**config.mk**
```make
export PLATFORM = sky130hd
export DESIGN_NAME = obi_rvalid_delay
export DESIGN_NICKNAME = d
export VERILOG_FILES = /design/src/rtl/obi_rvalid_delay_pkg.sv /design/src/rtl/obi_delay_lfsr.sv /design/src/rtl/obi_rvalid_delay.sv
export SDC_FILE = /design/constraint.sdc
export NUM_CORES = 2
export LEC_CHECK = 0
export CORE_MARGIN = 3
export CORE_UTILIZATION = 35
export CTS_CLUSTER_DIAMETER = 40
export CTS_CLUSTER_SIZE = 30
export DETAILED_ROUTE_END_ITERATION = 10
export MAX_ROUTING_LAYER = met4
export PLACE_DENSITY_LB_ADDON = 0.05
export RECOVER_POWER = 25
export SLEW_MARGIN = 20
export SYNTH_ARGS = -nofsm -noshare
export SYNTH_HDL_FRONTEND = slang
export SYNTH_HIERARCHICAL = 1
export SYNTH_SLANG_ARGS = --single-unit
export TNS_END_PERCENT = 1
```
**constraint.sdc**
```tcl
create_clock -name clk_i -period 103.2 [get_ports clk_i]
set_clock_uncertainty 0.15 [all_clocks]
set_input_delay 25.8 -clock clk_i [delete_from_list [all_inputs] [get_ports clk_i]]
set_output_delay 25.8 -clock clk_i [all_outputs]
set_load 0.03 [all_outputs]
```
**src/rtl/obi_rvalid_delay_pkg.sv**
```systemverilog
// Shared definitions for the OBI perturbation stages: stall-mode codes,
// LFSR polynomial, response buffer entry layout and the LFSR step function.
package perturbation_defines;

  localparam logic [31:0] STANDARD  = 32'd0;
  localparam logic [31:0] RANDOM    = 32'd1;
  localparam logic [31:0] LFSR_POLY = 32'h8020_0003;

  // Entry data field width; the response stage zero-extends/truncates into it.
  localparam int unsigned ENTRY_DATA_W = 32;

  typedef struct packed {
    logic [ENTRY_DATA_W-1:0] data;
    logic                    err;
    logic [31:0]             delay;
  } rvalid_entry_t;

  // One step of a right-shifting Galois LFSR with tap mask poly.
  function automatic logic [31:0] lfsr_next(input logic [31:0] state,
                                            input logic [31:0] poly);
    logic [31:0] shifted;
    shifted = {1'b0, state[31:1]};
    if (state[0]) begin
      return shifted ^ poly;
    end else begin
      return shifted;
    end
  endfunction

endpackage

```
**src/rtl/obi_delay_lfsr.sv**
```systemverilog
// Seedable 32-bit Galois LFSR that steps once per advance strobe.
// Shared by the grant and response perturbation stages as a synthesizable
// pseudo-random source.
module obi_delay_lfsr
  import perturbation_defines::*;
#(
  parameter logic [31:0] SEED = 32'h1,
  parameter logic [31:0] POLY = LFSR_POLY
) (
  input  logic        clk_i,
  input  logic        rst_ni,
  input  logic        advance_i,
  output logic [31:0] state_o
);

  logic [31:0] state_r;

  // LFSR state register: reload seed on reset, step on advance.
  always_ff @(posedge clk_i) begin
    if (!rst_ni) begin
      state_r <= SEED;
    end else if (advance_i) begin
      state_r <= lfsr_next(state_r, POLY);
    end
  end

  assign state_o = state_r;

endmodule

```
**src/rtl/obi_rvalid_delay.sv**
```systemverilog
// Response-phase perturbation stage. Buffers memory responses in order and
// releases each one to the core after a per-entry stall chosen at push time.
// Also counts granted-but-unanswered transactions so the grant stage can hold
// off when the buffer could not absorb another response.
module obi_rvalid_delay
  import perturbation_defines::*;
#(
  parameter int unsigned FIFO_DEPTH = 4,
  parameter int unsigned DATA_WIDTH = 32,
  parameter logic [31:0] LFSR_SEED  = 32'h1
) (
  input  logic                              clk_i,
  input  logic                              rst_ni,
  input  logic                              req_i,
  input  logic                              gnt_i,
  input  logic                              mem_rvalid_i,
  input  logic [DATA_WIDTH-1:0]             mem_rdata_i,
  input  logic                              mem_err_i,
  output logic                              rvalid_core_o,
  output logic [DATA_WIDTH-1:0]             rdata_core_o,
  output logic                              err_core_o,
  input  logic                              en_stall_i,
  input  logic [31:0]                       stall_mode_i,
  input  logic [31:0]                       max_stall_i,
  input  logic [31:0]                       rvalid_stall_i,
  output logic [$clog2(FIFO_DEPTH+1)-1:0]   outstanding_o,
  output logic                              gnt_block_o,
  output logic                              overflow_o,
  output logic                              protocol_err_o
);

  localparam int unsigned PTR_W = $clog2(FIFO_DEPTH);
  localparam int unsigned CNT_W = $clog2(FIFO_DEPTH + 1);
  localparam logic [CNT_W-1:0] DEPTH_C = CNT_W'(FIFO_DEPTH);
  localparam logic [CNT_W-1:0] ONE_C   = CNT_W'(1'b1);
  localparam logic [PTR_W-1:0] PTR_ONE = PTR_W'(1'b1);

  rvalid_entry_t    mem_r [FIFO_DEPTH];
  logic [PTR_W-1:0] wptr_r;
  logic [PTR_W-1:0] rptr_r;
  logic [PTR_W-1:0] rptr_inc_s;
  logic [CNT_W-1:0] count_r;
  logic [CNT_W-1:0] count_nxt_s;
  logic [CNT_W-1:0] outstanding_r;
  logic [CNT_W-1:0] outstanding_nxt_s;
  logic [31:0]      head_cnt_r;
  logic [31:0]      head_cnt_nxt_s;
  logic [31:0]      lfsr_s;
  logic [31:0]      delay_s;
  logic             overflow_r;
  logic             overflow_nxt_s;
  logic             protocol_err_r;
  logic             protocol_err_nxt_s;
  logic             empty_s;
  logic             full_s;
  logic             rvalid_s;
  logic             pop_s;
  logic             push_s;
  logic             grant_s;
  rvalid_entry_t    push_entry_s;
  rvalid_entry_t    head_entry_s;
  rvalid_entry_t    next_entry_s;

  assign empty_s    = (count_r == '0);
  assign full_s     = (count_r == DEPTH_C);
  assign rvalid_s   = !empty_s && (head_cnt_r == 32'd0);
  assign pop_s      = rvalid_s;
  // A full buffer still accepts a push when the head leaves in the same cycle.
  assign push_s     = mem_rvalid_i && (!full_s || pop_s);
  assign grant_s    = req_i && gnt_i;
  assign rptr_inc_s = rptr_r + PTR_ONE;

  assign head_entry_s = mem_r[rptr_r];
  assign next_entry_s = mem_r[rptr_inc_s];

  obi_delay_lfsr #(
    .SEED (LFSR_SEED),
    .POLY (LFSR_POLY)
  ) u_lfsr (
    .clk_i     (clk_i),
    .rst_ni    (rst_ni),
    .advance_i (push_s),
    .state_o   (lfsr_s)
  );

  // Delay for the entry being pushed this cycle, chosen from the stall mode.
  always_comb begin
    delay_s = 32'd0;
    if (!en_stall_i) begin
      delay_s = 32'd0;
    end else begin
      case (stall_mode_i)
        STANDARD: delay_s = rvalid_stall_i;
        RANDOM: begin
          // max+1 would wrap to zero for the all-ones bound, so use lfsr as-is.
          if (max_stall_i == 32'hFFFF_FFFF) begin
            delay_s = lfsr_s;
          end else begin
            delay_s = lfsr_s % (max_stall_i + 32'd1);
          end
        end
        default: delay_s = 32'd0;
      endcase
    end
  end

  // Entry being written: data, error flag and its release delay.
  always_comb begin
    push_entry_s       = '0;
    push_entry_s.data  = ENTRY_DATA_W'(mem_rdata_i);
    push_entry_s.err   = mem_err_i;
    push_entry_s.delay = delay_s;
  end

  // Next value of the buffer occupancy.
  always_comb begin
    count_nxt_s = count_r;
    case ({push_s, pop_s})
      2'b10:   count_nxt_s = count_r + ONE_C;
      2'b01:   count_nxt_s = count_r - ONE_C;
      default: count_nxt_s = count_r;
    endcase
  end

  // Head countdown: load on a new head, otherwise count down to zero.
  always_comb begin
    head_cnt_nxt_s = head_cnt_r;
    if (push_s && (empty_s || (pop_s && (count_r == ONE_C)))) begin
      head_cnt_nxt_s = delay_s;
    end else if (pop_s && (count_r != ONE_C)) begin
      head_cnt_nxt_s = next_entry_s.delay;
    end else if (head_cnt_r != 32'd0) begin
      head_cnt_nxt_s = head_cnt_r - 32'd1;
    end else begin
      head_cnt_nxt_s = head_cnt_r;
    end
  end

  // Outstanding counter and protocol error: a response with nothing
  // outstanding leaves the counter at zero and raises the sticky flag.
  always_comb begin
    outstanding_nxt_s  = outstanding_r;
    protocol_err_nxt_s = protocol_err_r;
    case ({grant_s, pop_s})
      2'b10: begin
        if (outstanding_r != DEPTH_C) begin
          outstanding_nxt_s = outstanding_r + ONE_C;
        end else begin
          outstanding_nxt_s = outstanding_r;
        end
      end
      2'b01: begin
        if (outstanding_r == '0) begin
          protocol_err_nxt_s = 1'b1;
        end else begin
          outstanding_nxt_s = outstanding_r - ONE_C;
        end
      end
      default: outstanding_nxt_s = outstanding_r;
    endcase
  end

  // Overflow: a response arriving at a full buffer with no pop is dropped.
  always_comb begin
    if (mem_rvalid_i && full_s && !pop_s) begin
      overflow_nxt_s = 1'b1;
    end else begin
      overflow_nxt_s = overflow_r;
    end
  end

  // Entry storage; contents are only ever read behind the occupancy count.
  always_ff @(posedge clk_i) begin
    if (push_s) begin
      mem_r[wptr_r] <= push_entry_s;
    end
  end

  // Control state: pointers, occupancy, countdown, outstanding and flags.
  always_ff @(posedge clk_i) begin
    if (!rst_ni) begin
      wptr_r         <= '0;
      rptr_r         <= '0;
      count_r        <= '0;
      head_cnt_r     <= 32'd0;
      outstanding_r  <= '0;
      overflow_r     <= 1'b0;
      protocol_err_r <= 1'b0;
    end else begin
      if (push_s) begin
        wptr_r <= wptr_r + PTR_ONE;
      end
      if (pop_s) begin
        rptr_r <= rptr_inc_s;
      end
      count_r        <= count_nxt_s;
      head_cnt_r     <= head_cnt_nxt_s;
      outstanding_r  <= outstanding_nxt_s;
      overflow_r     <= overflow_nxt_s;
      protocol_err_r <= protocol_err_nxt_s;
    end
  end

  assign rvalid_core_o  = rvalid_s;
  assign rdata_core_o   = rvalid_s ? DATA_WIDTH'(head_entry_s.data) : '0;
  assign err_core_o     = rvalid_s ? head_entry_s.err : 1'b0;
  assign outstanding_o  = outstanding_r;
  assign gnt_block_o    = (outstanding_r >= DEPTH_C);
  assign overflow_o     = overflow_r;
  assign protocol_err_o = protocol_err_r;

endmodule

```
After elaboration in Yosys (flattened, before gate mapping). Memories as Yosys holds them, arrays and structs flattened. A register that Yosys moved wholly into a read port is not among the register bits. Index checks and enable logic that the tools add are counted.

Register bits after elaboration: 76. RAM bits: 260. Input bits: 135. Output and inout port bits: 40. Word-level logic and storage cells: 72. Memories: 1.

Memory list: mem_r (words 4, width 65, rd ports 2, clocked after Yosys merged registers in 1, wr ports 1, line obi_rvalid_delay.sv:38) `rvalid_entry_t mem_r [FIFO_DEPTH];`.

$add $sub $neg: 8. Div/mod/pow operators: 1. Magnitude comparators: 1. Equal/unequal tests: 12. Multiplexer cells: 17. Bitwise gates (word level): 1. Reduce and logical (&&, ||, !) cells: 23.

Operators with widths (number): $mux W32 (7); $logic_not A32 Y1 (2); $pmux W32 S2 (1); $add A32 B1 Y32 const B (1); $eq A32 B1 Y1 const B (1); $eq A32 B32 Y1 const B (1); $mod A32 B32 Y32 (1); $reduce_bool A32 Y1 (1); $sub A32 B1 Y32 const B (1); $pmux W3 S2 (2); $logic_and A1 B1 Y1 (8); $add A3 B1 Y3 const B (2); $logic_not A3 Y1 (2); $mux W3 (2); $sub A3 B1 Y3 const B (2); $add A2 B1 Y2 const B (2); $eq A2 B1 Y1 const B (2); $eq A2 B2 Y1 const B (2); $mux W2 (2); $ne A2 B2 Y1 const B (2); $not A3 Y4 (1); $reduce_bool A2 Y1 (2); $eq A3 B1 Y1 const B (1); $eq A3 B3 Y1 const B (1); 9 further kinds (14).

Longest topological paths before layout.
Depth after elaboration: 7. Depth in mapped cells: 385. Depth with buffers taken out: 338.

Cells and area by module. The synthesis kept the hierarchy.

Modules (own cells, without submodules): obi_rvalid_delay (times used 1, cells each 5578, area each 44576.5 um^2, seq. area each 8728.4 um^2); obi_delay_lfsr (times used 1, cells each 106, area each 1244.9 um^2, seq. area each 640.6 um^2).

Least setup slack after synthesis. Ideal clock, no wire load.

Path kind: input to register. From: in max_stall_i[0]. To: mem mem_r[0][22] (netlist name), data pin. Library setup time: 277 ps. Arrival: 101263 ps. Data required time: 102773 ps. Path slack: 1510 ps. Stages: 344. Path buffers: 43. Cells stage by stage: ha_1 -> nand3_1 -> xnor2_1 -> o21ai_0 -> nor4_1 -> nand3_1 -> nor2_1 -> a31oi_1 -> a21oi_1 -> ha_1 -> o21a_1 -> nor2_1 -> nor3_1 -> nor4_1 -> nor2_1 -> ha_1 -> o21a_1 -> o211ai_1 -> [... 308 more ...] -> buf_1 -> buf_1 -> mux2i_1 -> ha_1 -> and3_1 -> a21o_1 -> a21o_1 -> a21oi_1 -> a31oi_1 -> a31oi_1 -> o21ai_0 -> a21oi_1 -> nand2_1 -> nor2_1 -> nand2_1 -> a21o_1 -> a22oi_1 -> nor2_1.

Word-level cells in the longest chain between the ends: 5. Elaborated cells on any way between the ends: 6. Those cells by class: add/sub: 1; div: 1; eq/ne: 1; mux: 3.

RTL lines: start: declaration (line obi_rvalid_delay.sv:24) `input logic [31:0] max_stall_i,`; $add A32 B1 Y32 (line obi_rvalid_delay.sv:99) `delay_s = lfsr_s % (max_stall_i + 32'd1);`; $mod A32 B32 Y32 (line obi_rvalid_delay.sv:99); $mux W32 * (line obi_rvalid_delay.sv:96) `if (max_stall_i == 32'hFFFF_FFFF) begin`; $pmux W32 S2 * (line obi_rvalid_delay.sv:92) `case (stall_mode_i)`; $mux W32 * (line obi_rvalid_delay.sv:89) `if (!en_stall_i) begin`; net delay_s[22] (line obi_rvalid_delay.sv:49) `logic [31:0] delay_s;`; end: declaration (line obi_rvalid_delay.sv:38).

Mark *: on every way through the listed nets, which the timed path passes. The rest lies on a longest branch.

Final worst setup path.
From: in max_stall_i[28]. To: mem mem_r[3][31] (netlist name), data pin.

Same word-level chain as after synthesis.

==> results.json <==
{
  "synth-async-reset-ratio_pct": 0,
  "syn_nets": 6363,
  "gp_congestion": 0.994,
  "synth_top_area_share_pct": 17.0,
  "crit_slowest_cell": "clkdlybuf4s50_1",
  "grt_pass1_wl_mm": 315,
  "grt_max_degree": 64,
  "whs_ns": 0.318,
  "totalWireLength_mm": 220,
  "ir_worst_vdd_v": 0.0000114,
  "startpoint": "max_stall_i[28]",
  "drtPass1Iterations": 6,
  "pin_count": 175,
  "num-fill-cells": 13400,
  "syn2layout_area_growth_pct": 19.9,
  "fin_area_sq_um": 54900,
  "cpPeakStageDelay_ns": 0.76,
  "path_clk_slew_ns": 0.06,
  "path_class": "input pin to register",
  "antenna_found_initial": 18,
  "violations": "max-capacitance violations, max-slew violations",
  "setup_ws_ns": 3.24,
  "required_ns": 103.37,
  "drtIter0Drc": 4263,
  "dieArea_sq_um": 135000,
  "final_antenna_net_count": 0,
  "finalCritPeriodShare_pct": 96.9,
  "clockBufferDepth": 3,
  "ctsHoldBuffers": 0,
  "synth-seq-cells": 338,
  "cp_data_arrival_time_ns": 100.12,
  "cp_num_cells": 333,
  "synthTopCellsByCount": "547 x nor2_1, 542 x ha_1, 515 x nand2_1",
  "path_delay_family": "compound AO/OA/AOI/OAI gates",
  "fmax_mhz": 10.0,
  "p_clk_share_pct": 28.1,
  "setup_viol": 0,
  "yosys-top-cells-area": "edfxtp_1 17%, ha_1 15%, a21oi_1 4.8%",
  "nets": 6767,
  "vias": 47500,
  "synthCells": 5684,
  "synth_cell_types": 112,
  "p_switching_mw": 0.240,
  "r2r-end": "mem_r[1][31]",
  "grt_pass1_vias": 44800,
  "synth_flop_cell": "edfxtp_1",
  "dp_hpwl_mm": 174,
  "reg2reg_slack_ns": 30.32,
  "drive_gt1_share_pct": 15.4,
  "cts_buffers": 44,
  "power_frac_comb_pct": 43.7,
  "htree_levels": 2,
  "die_y_um": 368,
  "drc_errors": 0,
  "startpoint_type": "input pin",
  "maxCapViolCount": 1,
  "crit_end": "mem_r[3][31]",
  "yosysSeqAreaShare_pct": 20.4,
  "cts_tree": "yes",
  "yosysWarningCount": 6,
  "path_common_cell": "ha_1",
  "maxSlewHeadroom_pct": -96.4,
  "io_buffers": 174,
  "path_buf_inv": 40,
  "synth_most_common_cell": "nor2_1",
  "worst_slew_pin_slew_ns": 2.95,
  "wl_per_cell_um": 28.0,
  "cp_max_fo": 28,
  "root_buffer": "clkbuf_16",
  "synth-edff-count": 260,
  "holdCritPathClass": "register to register",
  "core_sq_um": 130000,
  "power.leakage_nw": 24.2,
  "die_w_um": 368,
  "pwr-share-seq_pct": 28.2,
  "reg2reg_from": "u_lfsr/state_o[31]",
  "p_int_mw": 0.352,
  "vias_per_cell": 6.03,
  "tns_ns": 0,
  "finalCriticalPeriod_ns": 99.96,
  "grt.total_usage_pct": 32.0,
  "clkLatencyLatePin_ns": 0.62,
  "syn_area_per_cell_sq_um": 8.06,
  "reg2regPathDepth": 326,
  "synth_area_leader_cell": "edfxtp_1",
  "grt_overflow": 0,
  "row_count": 132,
  "dpl-instance-area_sq_um": 51900,
  "sw_frac_of_total_pct": 40.5,
  "endpoint_kind": "register",
  "status": "finished with violations",
  "hold_viol": 0,
  "p_per_area_nw_per_um2": 10.8,
  "utilization_pct": 42.3,
  "synth_area_sq_um": 45800,
  "cts.sinks": 338,
  "slew_violations": 55,
  "start_util_pct": 35.3,
  "dp_slack_ns": -3.77
}
-- per-layer routing --
layer | GRT usage (%) | wire, um | vias to the layer above
met3 | 3.24 | 13300 | 322
met2 | 49.4 | 97600 | 1658
met4 | 7.54 | 6660 | 0
met5 | - | 0 | -
li1 | - | - | 22300
met1 | 44.9 | 103000 | 23200
-- flip-flops by register name, indices dropped and copies added (netlist names), named ones only --
| name | flops |
|---|---|
| mem_r | 260 |
| head_cnt_r | 32 |
| u_lfsr/state_o | 32 |
| count_r | 3 |
| outstanding_o | 3 |
| rptr_r | 2 |
| wptr_r | 2 |
| overflow_o | 1 |
| protocol_err_o | 1 |
-- stage by stage --
| stage | power (mW) | cells |
|---|---|---|
| 3_3_place_gp | 0.421 | 7756 |
| 4_1_cts | 0.589 | 7839 |
| 6_report | 0.592 | 7873 |
| 2_1_floorplan | 0.330 | 5684 |
| 3_5_place_dp | 0.418 | 7756 |
| 5_1_grt | 0.622 | 7873 |
-- cells in the final DEF (no fill, tap or decap), drive strengths merged, types with 53 or more instances in the layout --
cell and n:
nor2 550, ha 542, nand2 518, a21oi 450
buf 405, o21ai 331, edfxtp 260, xnor2 227
a21o 206, inv 201, xor2 180, nor3 180
o21a 161, nand3 143, clkdlybuf4s50 133, nor2b 92
a31oi 89, nand4 83, and2 80, dfxtp 78
or3 72, nor4 68, o211ai 65, mux4 65
and3 63, mux2i 56, o21bai 53, a211oi 53
-- power by group through the flow --
stage / Combinational [mW] / Clock (mW) / Sequential (mW)
global route: 0.278 / 0.176 / 0.168
finish: 0.258 / 0.166 / 0.167
detailed placement: 0.248 / 0 / 0.170
CTS: 0.250 / 0.171 / 0.167
global placement: 0.251 / 0 / 0.170
floorplan: 0.161 / 0 / 0.168
-- worst min path at each step --
stage                            start            endpoint  depth (start not counted)
floorplan           u_lfsr/state_o[14]  u_lfsr/state_o[14]                          2
global placement        protocol_err_o      protocol_err_o                          1
detailed placement      protocol_err_o      protocol_err_o                          1
CTS                     protocol_err_o      protocol_err_o                          1
global route            protocol_err_o      protocol_err_o                          1
finish                  protocol_err_o      protocol_err_o                          1
-- final cells by class --
class                   count  area, sq um  area share [%]
diodes                      7         17.5          0.0319
clock buffers              47         1120            2.04
clock inverters            35          490           0.893
inverters                 189          709            1.29
multi-input cells        4936        36100            65.7
flip-flops and latches    338         9370            17.1
well taps                1742         2180            3.97
repair buffers            579         4950            9.00
-- kinds of logic (layout without fill, tap and decap cells) --
group	Yosys count	after routing	share of synthesized area, %
flip-flops	338	338	20.4
buffers and inverters	411	850	3.69
other	0	7	0
adder cells (fa/ha/maj)	544	544	14.9
XOR/XNOR	407	407	7.78
AND/OR/NAND/NOR	2020	2020	21.5
AO/OA/AOI/OAI	1801	1802	26.2
multiplexers	163	163	5.46
-- what timing repair did --
item	in CTS	in global routing
endpoints found under the hold margin	0	0
pin swaps	2	25
buffers inserted	1	25
resized for setup	41	233
endpoints found under the setup margin	160	160
cloned	0	2
No activity file was read; power rests on OpenSTA's default activity.
